**src/rtl/frog_referee_pkg.sv**
```systemverilog
// rtl/frog_referee_pkg.sv - shared game constants: state encoding, coordinate width, display limits
package frog_referee_pkg;

  localparam int COORD_W  = 12;
  localparam int SCREEN_W = 640;
  localparam int SCREEN_H = 480;

  typedef enum logic [1:0] {
    ST_IDLE   = 2'd0,
    ST_PLAY   = 2'd1,
    ST_FREEZE = 2'd2,
    ST_OVER   = 2'd3
  } state_t;

endpackage

```
**src/rtl/frog_referee_box_overlap.sv**
```systemverilog
// rtl/frog_referee_box_overlap.sv - strict (edge-exclusive) overlap test of two axis-aligned boxes
module box_overlap
  import frog_referee_pkg::*;
(
  input  logic [COORD_W-1:0] a_x1,
  input  logic [COORD_W-1:0] a_x2,
  input  logic [COORD_W-1:0] a_y1,
  input  logic [COORD_W-1:0] a_y2,
  input  logic [COORD_W-1:0] b_x1,
  input  logic [COORD_W-1:0] b_x2,
  input  logic [COORD_W-1:0] b_y1,
  input  logic [COORD_W-1:0] b_y2,
  output logic               overlap
);

  // Touching edges are not a collision, so every side uses a strict compare.
  assign overlap = (a_x1 < b_x2) && (a_x2 > b_x1) && (a_y1 < b_y2) && (a_y2 > b_y1);

endmodule

```
**src/rtl/frog_referee.sv**
```systemverilog
// rtl/frog_referee.sv - frog game rules: collision/goal evaluation, lives, score and game state machine
module frog_referee
  import frog_referee_pkg::*;
#(
  parameter int N_OBS      = 4,
  parameter int LIVES      = 3,
  parameter int GOAL_Y     = 40,
  parameter int HIT_FRAMES = 60,
  parameter int SCORE_W    = 8
) (
  input  logic                     i_clk,
  input  logic                     i_rst,
  input  logic                     i_ani_stb,
  input  logic                     i_start,
  input  logic [COORD_W-1:0]       i_frog_x1,
  input  logic [COORD_W-1:0]       i_frog_x2,
  input  logic [COORD_W-1:0]       i_frog_y1,
  input  logic [COORD_W-1:0]       i_frog_y2,
  input  logic [COORD_W*N_OBS-1:0] i_obs_x1,
  input  logic [COORD_W*N_OBS-1:0] i_obs_x2,
  input  logic [COORD_W*N_OBS-1:0] i_obs_y1,
  input  logic [COORD_W*N_OBS-1:0] i_obs_y2,
  output logic                     o_frog_rst,
  output logic                     o_animate,
  output logic                     o_hit,
  output logic                     o_goal,
  output logic [3:0]               o_lives,
  output logic [SCORE_W-1:0]       o_score,
  output logic [1:0]               o_state
);

  localparam int CNT_W = $clog2(HIT_FRAMES + 1);
  localparam logic [COORD_W-1:0] GOAL_Y_C     = COORD_W'(GOAL_Y);
  localparam logic [3:0]         LIVES_C      = 4'(LIVES);
  localparam logic [CNT_W-1:0]   HIT_FRAMES_C = CNT_W'(HIT_FRAMES);
  localparam logic [CNT_W-1:0]   CNT_ONE      = CNT_W'(1);

  state_t               state_q, state_d;
  logic [3:0]           lives_q, lives_d;
  logic [SCORE_W-1:0]   score_q, score_d;
  logic [CNT_W-1:0]     cnt_q, cnt_d;
  logic                 hit_q, hit_d;
  logic                 goal_q, goal_d;
  logic [N_OBS-1:0]     obs_hit;
  logic                 any_hit;
  logic                 at_goal;

  for (genvar k = 0; k < N_OBS; k++) begin : g_obs
    box_overlap u_overlap (
      .a_x1    (i_frog_x1),
      .a_x2    (i_frog_x2),
      .a_y1    (i_frog_y1),
      .a_y2    (i_frog_y2),
      .b_x1    (i_obs_x1[COORD_W*k +: COORD_W]),
      .b_x2    (i_obs_x2[COORD_W*k +: COORD_W]),
      .b_y1    (i_obs_y1[COORD_W*k +: COORD_W]),
      .b_y2    (i_obs_y2[COORD_W*k +: COORD_W]),
      .overlap (obs_hit[k])
    );
  end

  assign any_hit = |obs_hit;
  assign at_goal = (i_frog_y1 <= GOAL_Y_C);

  always_ff @(posedge i_clk) begin
    if (i_rst) begin
      state_q <= ST_IDLE;
      lives_q <= '0;
      score_q <= '0;
      cnt_q   <= '0;
      hit_q   <= 1'b0;
      goal_q  <= 1'b0;
    end else begin
      state_q <= state_d;
      lives_q <= lives_d;
      score_q <= score_d;
      cnt_q   <= cnt_d;
      hit_q   <= hit_d;
      goal_q  <= goal_d;
    end
  end

  always_comb begin
    state_d = state_q;
    lives_d = lives_q;
    score_d = score_q;
    cnt_d   = cnt_q;
    hit_d   = 1'b0;
    goal_d  = 1'b0;
    case (state_q)
      ST_IDLE: begin
        if (i_start) begin
          state_d = ST_PLAY;
          lives_d = LIVES_C;
          score_d = '0;
        end
      end
      ST_PLAY: begin
        if (i_ani_stb) begin
          // Hit wins over goal when both land in the same frame.
          if (any_hit) begin
            hit_d = 1'b1;
            if (lives_q <= 4'd1) begin
              lives_d = '0;
              state_d = ST_OVER;
            end else begin
              lives_d = lives_q - 4'd1;
              cnt_d   = HIT_FRAMES_C;
              state_d = ST_FREEZE;
            end
          end else if (at_goal) begin
            goal_d  = 1'b1;
            score_d = (score_q == '1) ? score_q : score_q + SCORE_W'(1);
            cnt_d   = CNT_ONE;
            state_d = ST_FREEZE;
          end
        end
      end
      ST_FREEZE: begin
        if (i_ani_stb) begin
          if (cnt_q <= CNT_ONE) begin
            cnt_d   = '0;
            state_d = ST_PLAY;
          end else begin
            cnt_d = cnt_q - CNT_ONE;
          end
        end
      end
      ST_OVER: begin
        if (i_start) state_d = ST_IDLE;
      end
      default: state_d = ST_IDLE;
    endcase
  end

  assign o_frog_rst = (state_q != ST_PLAY);
  assign o_animate  = (state_q == ST_PLAY) || (state_q == ST_FREEZE);
  assign o_hit      = hit_q;
  assign o_goal     = goal_q;
  assign o_lives    = lives_q;
  assign o_score    = score_q;
  assign o_state    = state_q;

endmodule

```
**config.mk**
```make
export PLATFORM = sky130hd
export DESIGN_NAME = frog_referee
export DESIGN_NICKNAME = d
export VERILOG_FILES = /design/src/rtl/frog_referee_pkg.sv /design/src/rtl/frog_referee_box_overlap.sv /design/src/rtl/frog_referee.sv
export SDC_FILE = /design/constraint.sdc
export NUM_CORES = 1
export LEC_CHECK = 0
export BUFFER_PORTS_ARGS = -buffer_cell sky130_fd_sc_hd__buf_2
export CAP_MARGIN = 20
export CORE_UTILIZATION = 30
export DETAILED_ROUTE_END_ITERATION = 6
export PLACE_DENSITY = 0.63
export SLEW_MARGIN = 20
export SYNTH_ARGS = -nofsm -noshare
export SYNTH_HDL_FRONTEND = slang
export SYNTH_SLANG_ARGS = --single-unit
```
**constraint.sdc**
```tcl
create_clock -name i_clk -period 3.7 [get_ports i_clk]
set_clock_uncertainty 0.15 [all_clocks]
set_input_delay 0.185 -clock i_clk [delete_from_list [all_inputs] [get_ports i_clk]]
set_output_delay 0.185 -clock i_clk [all_outputs]
set_load 0.01 [all_outputs]
```
==> results of run 1 <==
[state kept, by name (all words and copies together), names as in the netlist]
register	cells
o_score	8
cnt_q	6
o_lives	4
o_state	2
o_goal	1
o_hit	1
[worst register-to-register path, stage by stage (launching register included)]
cell	delay, ns
dfxtp_1	0.34
inv_1	0.11
ha_1	0.15
buf_4	0.20
clkinv_1	0.10
o21ai_0	0.16
buf_4	0.16
nand2_1	0.22
or4_1	0.57
a21oi_1	0.14
[worst paths after layout]
check / end / slack (ns) / cells past startpoint
max: cnt_q[1] / 0.53 / 12
max reg2reg: o_score[7] / 1.33 / 9
min reg2reg: cnt_q[1] / 0.35 / 2
min: cnt_q[1] / 0.13 / 2
[power by group through the flow]
stage	combinational (W)	clock [W]	sequential, W
after floorplan	0.000705	0	0.000328
after global placement	0.00114	0	0.000327
after detailed placement	0.00116	0	0.000328
after CTS	0.00117	0.000261	0.000324
after global routing	0.00132	0.000273	0.000331
final	0.00116	0.000260	0.000324
[per-stage QoR]
stage / total power, W / hold slack, ns / setup WS, ns
5_1_grt: 0.001927 / 0.1589 / 0.4403
4_1_cts: 0.001750 / 0.1362 / 0.5979
3_3_place_gp: 0.001472 / 0.3450 / 0.4101
6_report: 0.001745 / 0.1350 / 0.5313
3_5_place_dp: 0.001487 / 0.3374 / 0.3299
2_1_floorplan: 0.001034 / 0.1071 / 1.031
[cell type report]
class                   count  area (um^2)
repair buffers            269         1379
fillers                  2092        11790
diodes                      3        7.507
well taps                 265        331.6
multi-input cells         577         4836
inverters                 192        720.7
flip-flops and latches     22        440.4
clock buffers               4        88.84
[metal layers]
| layer | GRT usage [%] | up-vias |
|---|---|---|
| met5 | 0 | - |
| met4 | 5.263 | 2 |
| met3 | 4.165 | 25 |
| met2 | 35.72 | 209 |
| met1 | 23.37 | 2878 |
| li1 | - | 3403 |
[cells in the mapped netlist (all sizes together) (2+ instances only)]
cell type	instances
nand3	25
a21o	27
nor3b	2
a41oi	3
nor3	18
nand2	35
nor2	26
clkbuf	6
and3	6
o221ai	4
o21a	3
a221oi	2
dfxtp	22
a311oi	2
a22oi	2
a2111oi	5
a31oi	4
a21boi	2
o31ai	6
ha	193
a21oi	68
a311o	3
nand4	35
nor2b	11
o2111ai	2
a211oi	15
o21ai	24
or4	3
o211ai	10
inv	191
o211a	4
nand2b	4
nor4	12
o311ai	2
a211o	2
[logic make-up (layout without fill, tap and decap cells)]
family | Yosys count | in the layout
AO/OA/AOI/OAI | 199 | 199
adder cells (fa/ha/maj) | 193 | 193
buffers and inverters | 199 | 465
flip-flops | 22 | 22
multiplexers | 2 | 2
other | 0 | 3
AND/OR/NAND/NOR | 183 | 183
==> flow_metrics.tcl, run 1 <==
set metrics [dict create \
    num_vias 6517 \
    placed_cell_area_mm2 0.007707 \
    max_freq_mhz 315.6 \
    p_int_w 0.0009473 \
    core_area_mm2 0.01959 \
    hold_path.class "in2reg" \
    p_seq_share_pct 18.6 \
    crit_path_start_kind "primary input" \
    cp.arrival_ns 3.22 \
    reg2reg_from "o_state[1]" \
    synthXorXnorAreaFrac_pct 0 \
    p_clk_share_pct 14.9 \
    cp_cell_sequence "buf_2 -> ha_1 -> nand4_1 -> o21ai_0 -> nor4_1 -> o311ai_1 -> nor4_2 -> nor4_4 -> buf_12 -> mux2_4 -> a211o_1 -> a21oi_2" \
    syn_nets 1235 \
    clkLatencyLatePin_ns 0.26 \
    vdd_drop_max_uv 146.4 \
    pin_count 262 \
    relSlewSlack_pct 54.87 \
    drt-initial-drc-count 215 \
    grt_overflow 0 \
    first_pass_iters 4 \
    start_util_pct 30.78 \
    route.met2.wl_mm 9.711 \
    fin_cells 1332 \
    grt_max_degree 18 \
    fp-row-count 51 \
    antenna_found_initial 5 \
    fp.dieH_um 143.8 \
    cts_root_buffer "clkbuf_16" \
    crit_buf_inv 2 \
    yosys.area_share.simple_pct 16.76 \
    mostFrequentLayoutCells "261 x buf_2, 193 x ha_1, 191 x inv_1" \
    final_common_cell "buf_2" \
    crit_family "simple AND/OR/NAND/NOR gates" \
    cp.required_ns 3.75 \
    syn_inst 798 \
    synth_fa_ha_area_share_pct 40.04 \
    grt_pass1_wl_mm 31.72 \
    vias_per_cell 4.893 \
    die_area_mm2 0.02067 \
    post-route-cell-area_mm2 0.007804 \
    cap_viol_max_count 0 \
    switching_power_w 0.0007973 \
    cts_hold_buffers 0 \
    rsz0062_at_grt "false" \
    wl_met3_mm 1.552 \
    cp-end-kind "register" \
    io_buffers 261 \
    clockBufferDepth 2 \
    cts.repair.resized 0 \
    ys_top_cells_by_area "ha_1 40%, inv_1 12%, dfxtp_1 7.3%" \
    grt_util_all_layers_pct 19.75 \
    path_max_fanout 16 \
    postCtsSetupBuffers 0 \
    cpMaxStageDelayCell "nor4_1" \
    drt-met1-wl_mm 9.125 \
    avgSynthCellArea_um2 7.557 \
    syn-cell-area_mm2 0.006031 \
    utilization_pct 39.84 \
    yosysWarnings 0 \
    critical_path_class "in2reg" \
    hold_violations 0 \
    status "finished, final reports clean" \
    finalCriticalPeriod_ns 3.169 \
    muxShareOfSynthArea_pct 0.4149 \
    wl_mm 20.77 \
    worstMarginPinSlew_ns 0.6707 \
    pwr-share-comb_pct 66.5 \
    ys_types 65 \
    ys.flop_type "dfxtp_1" \
    synth-seq-cells 22 \
    grt_pass1_vias 6315 \
    synthDominantCellAreaShare_pct 40.04 \
    setup_viol 0 \
    switching_share_pct 45.70 \
    slew_violations 0 \
    synth_compound_area_share_pct 22.97 \
    synth_edf_count 0 \
    maxUsedRoutingLayer "met5" \
    cts_tree "built" \
    ant_nets 0 \
    cp-startpoint "i_frog_y1[10]" \
    drive_above_1_share_pct 27.26 \
    ys_seq_area_share_pct 7.303 \
    dp_hpwl_mm 18.83 \
    period_share_pct 85.64 \
    cts-htree-levels 1 \
    yosys.area.top_type "ha_1" \
    dp_cells 1325 \
    gp_routability_congestion 0.8819 \
    fin_tns_setup_ns 0 \
    die_x_um 143.8 \
    clkSinkCount 22 \
    critPathMaxStageDelay_ns 0.50 \
    wl_per_cell_um 15.59 \
    clk_pin_slew_ns 0.06 \
    synth_top_family_by_area "adder cells" \
    syn_to_final_growth_pct 29.40 \
    nNetsFinal 1502 \
    p_leak_nw 4.618 \
    cts_buffers 3 \
    synth-async-reset-ratio_pct 0 \
    drc 0 \
    p_per_area_mw_per_mm2 223.6 \
    hp-start "i_rst" \
]
No activity file was read; power rests on OpenSTA's default activity.
==> run 2: changes to the inputs <==
--- a/config.mk
+++ b/config.mk
@@ -7,9 +7,12 @@
 export LEC_CHECK = 0
 export BUFFER_PORTS_ARGS = -buffer_cell sky130_fd_sc_hd__buf_2
 export CAP_MARGIN = 20
-export CORE_UTILIZATION = 30
+export CELL_PAD_IN_SITES_DETAIL_PLACEMENT = 1
+export CELL_PAD_IN_SITES_GLOBAL_PLACEMENT = 2
+export CORE_UTILIZATION = 26
 export DETAILED_ROUTE_END_ITERATION = 6
-export PLACE_DENSITY = 0.63
+export MAX_ROUTING_LAYER = met4
+export PLACE_DENSITY = 0.9
 export SLEW_MARGIN = 20
 export SYNTH_ARGS = -nofsm -noshare
 export SYNTH_HDL_FRONTEND = slang
==> flow_metrics.tcl, run 2 (same netlist as run 1, synthesis figures left out) <==
set metrics [dict create \
    status "finished, final reports clean" \
    endpoint "o_score[7]" \
    r2r-end "cnt_q[1]" \
    first_pass_iters 4 \
    cpMaxStageDelayCell "a2111oi_0" \
    cts.repair.resized 0 \
    rr_worst_depth 7 \
    antenna_found_initial 10 \
    fp-row-count 55 \
    grt_overflow 0 \
    slew_violations 0 \
    cp_cell_sequence "buf_2 -> ha_1 -> nor2b_1 -> o211ai_1 -> a211oi_1 -> a2111oi_0 -> buf_4 -> nor4_1 -> nor4_4 -> buf_12 -> a21oi_2 -> or4_1 -> a21oi_1" \
    cp.required_ns 3.74 \
    cp-end-kind "register" \
    dp_hpwl_mm 21.24 \
    crit_family "compound AO/OA/AOI/OAI gates" \
    mostFrequentLayoutCells "261 x buf_2, 193 x ha_1, 191 x inv_1" \
    vdd_drop_max_uv 198.9 \
    hold_path.class "in2reg" \
    p_per_area_mw_per_mm2 224.1 \
    fin_tns_setup_ns 0 \
    clockBufferDepth 2 \
    ant_nets 0 \
    reg2reg_setup_slack_ns 1.21 \
    drc 0 \
    path_max_fanout 16 \
    placed_cell_area_mm2 0.007732 \
    largest_reg_flops 8 \
    num_vias 6674 \
    wl_per_cell_um 17.05 \
    cap_viol_max_count 0 \
    core_area_mm2 0.02271 \
    rsz0062_at_grt "false" \
    grt_util_all_layers_pct 20.09 \
    die_area_mm2 0.02381 \
    cts_hold_buffers 0 \
    path_depth 13 \
    nNetsFinal 1502 \
    dp_cells 1345 \
    post-route-cell-area_mm2 0.007846 \
    cp.arrival_ns 3.20 \
    cts_tree "built" \
    start_util_pct 26.56 \
    final_common_cell "buf_2" \
    setup_viol 0 \
    relSlewSlack_pct 42.14 \
    clkLatencyLatePin_ns 0.26 \
    vias_per_cell 4.911 \
    critical_path_class "in2reg" \
    wl_mm 23.17 \
    cts_buffers 3 \
    cts-htree-levels 1 \
    postCtsSetupBuffers 0 \
    hold_violations 0 \
    period_share_pct 85.39 \
    finalCriticalPeriod_ns 3.159 \
    grt_max_degree 17 \
    crit_path_start_kind "primary input" \
    p_leak_nw 4.618 \
    io_buffers 261 \
    fp.dieH_um 154.3 \
    grt_pass1_vias 7148 \
    clk_pin_slew_ns 0.06 \
    syn_to_final_growth_pct 30.10 \
    max_freq_mhz 316.5 \
    worstMarginPinSlew_ns 0.8588 \
    grt_pass1_wl_mm 36.91 \
    crit_buf_inv 3 \
    gp_routability_congestion 0.8172 \
    critPathMaxStageDelay_ns 0.64 \
    fillers 2904 \
    cts_root_buffer "clkbuf_16" \
    hold-worst-slack_ns 0.1566 \
    reg2reg_from "o_lives[0]" \
    total_power_w 0.001758 \
    fin_cells 1359 \
    drt-initial-drc-count 142 \
    clkSinkCount 22 \
    pin_count 262 \
    drive_above_1_share_pct 27.26 \
    die_x_um 154.3 \
    cp-startpoint "i_frog_y2[1]" \
]
-- run 2: changes by cell type in the layout (fill, tap and decap cells not counted), sizes merged --
cell | before | now
diode | 3 | 10
-- run 2: final cells by class --
| type | count | area, um^2 | share of cell area (%) |
|---|---|---|---|
| clock buffer | 4 | 88.84 | 1.132 |
| multi-input combinational | 577 | 4836 | 61.63 |
| timing repair buffer | 269 | 1379 | 17.57 |
| sequential | 22 | 440.4 | 5.613 |
| antenna | 10 | 25.02 | 0.3189 |
| tap | 285 | 356.6 | 4.545 |
| inverter | 192 | 720.7 | 9.185 |
-- run 2: worst min-delay path by stage --
stage | start | to | slack [ns] | cells after the start
2_1_floorplan | i_rst | o_lives[2] | 0.11 | 1
3_3_place_gp | cnt_q[1] | cnt_q[1] | 0.34 | 2
3_5_place_dp | cnt_q[1] | cnt_q[1] | 0.34 | 2
4_1_cts | i_rst | cnt_q[1] | 0.15 | 2
5_1_grt | i_rst | cnt_q[1] | 0.17 | 2
6_report | i_rst | cnt_q[1] | 0.16 | 2
-- run 2: stage by stage --
step           setup WS (ns)  util [%]
2_1_floorplan          1.031         -
3_3_place_gp          0.3272     34.05
3_5_place_dp          0.2259     34.05
4_1_cts               0.4643     34.44
5_1_grt               0.2609     34.55
6_report              0.5407     34.55
-- run 2: where the power goes --
group	switching, W	leakage, nW	internal, W
clock network	0.0000915	0.0442	0.000165
logic	0.000674	4.40	0.000504
registers	0.0000479	0.179	0.000275
total	0.000814	4.62	0.000945
-- run 2: routing by layer --
layer | global-route usage [%] | vias up | share of wire (%)
li1 | - | 3415 | -
met1 | 23.59 | 3051 | 45
met2 | 35.69 | 188 | 48
met3 | 3.614 | 20 | 5.3
met4 | 4.149 | 0 | 1.8
met5 | - | - | 0
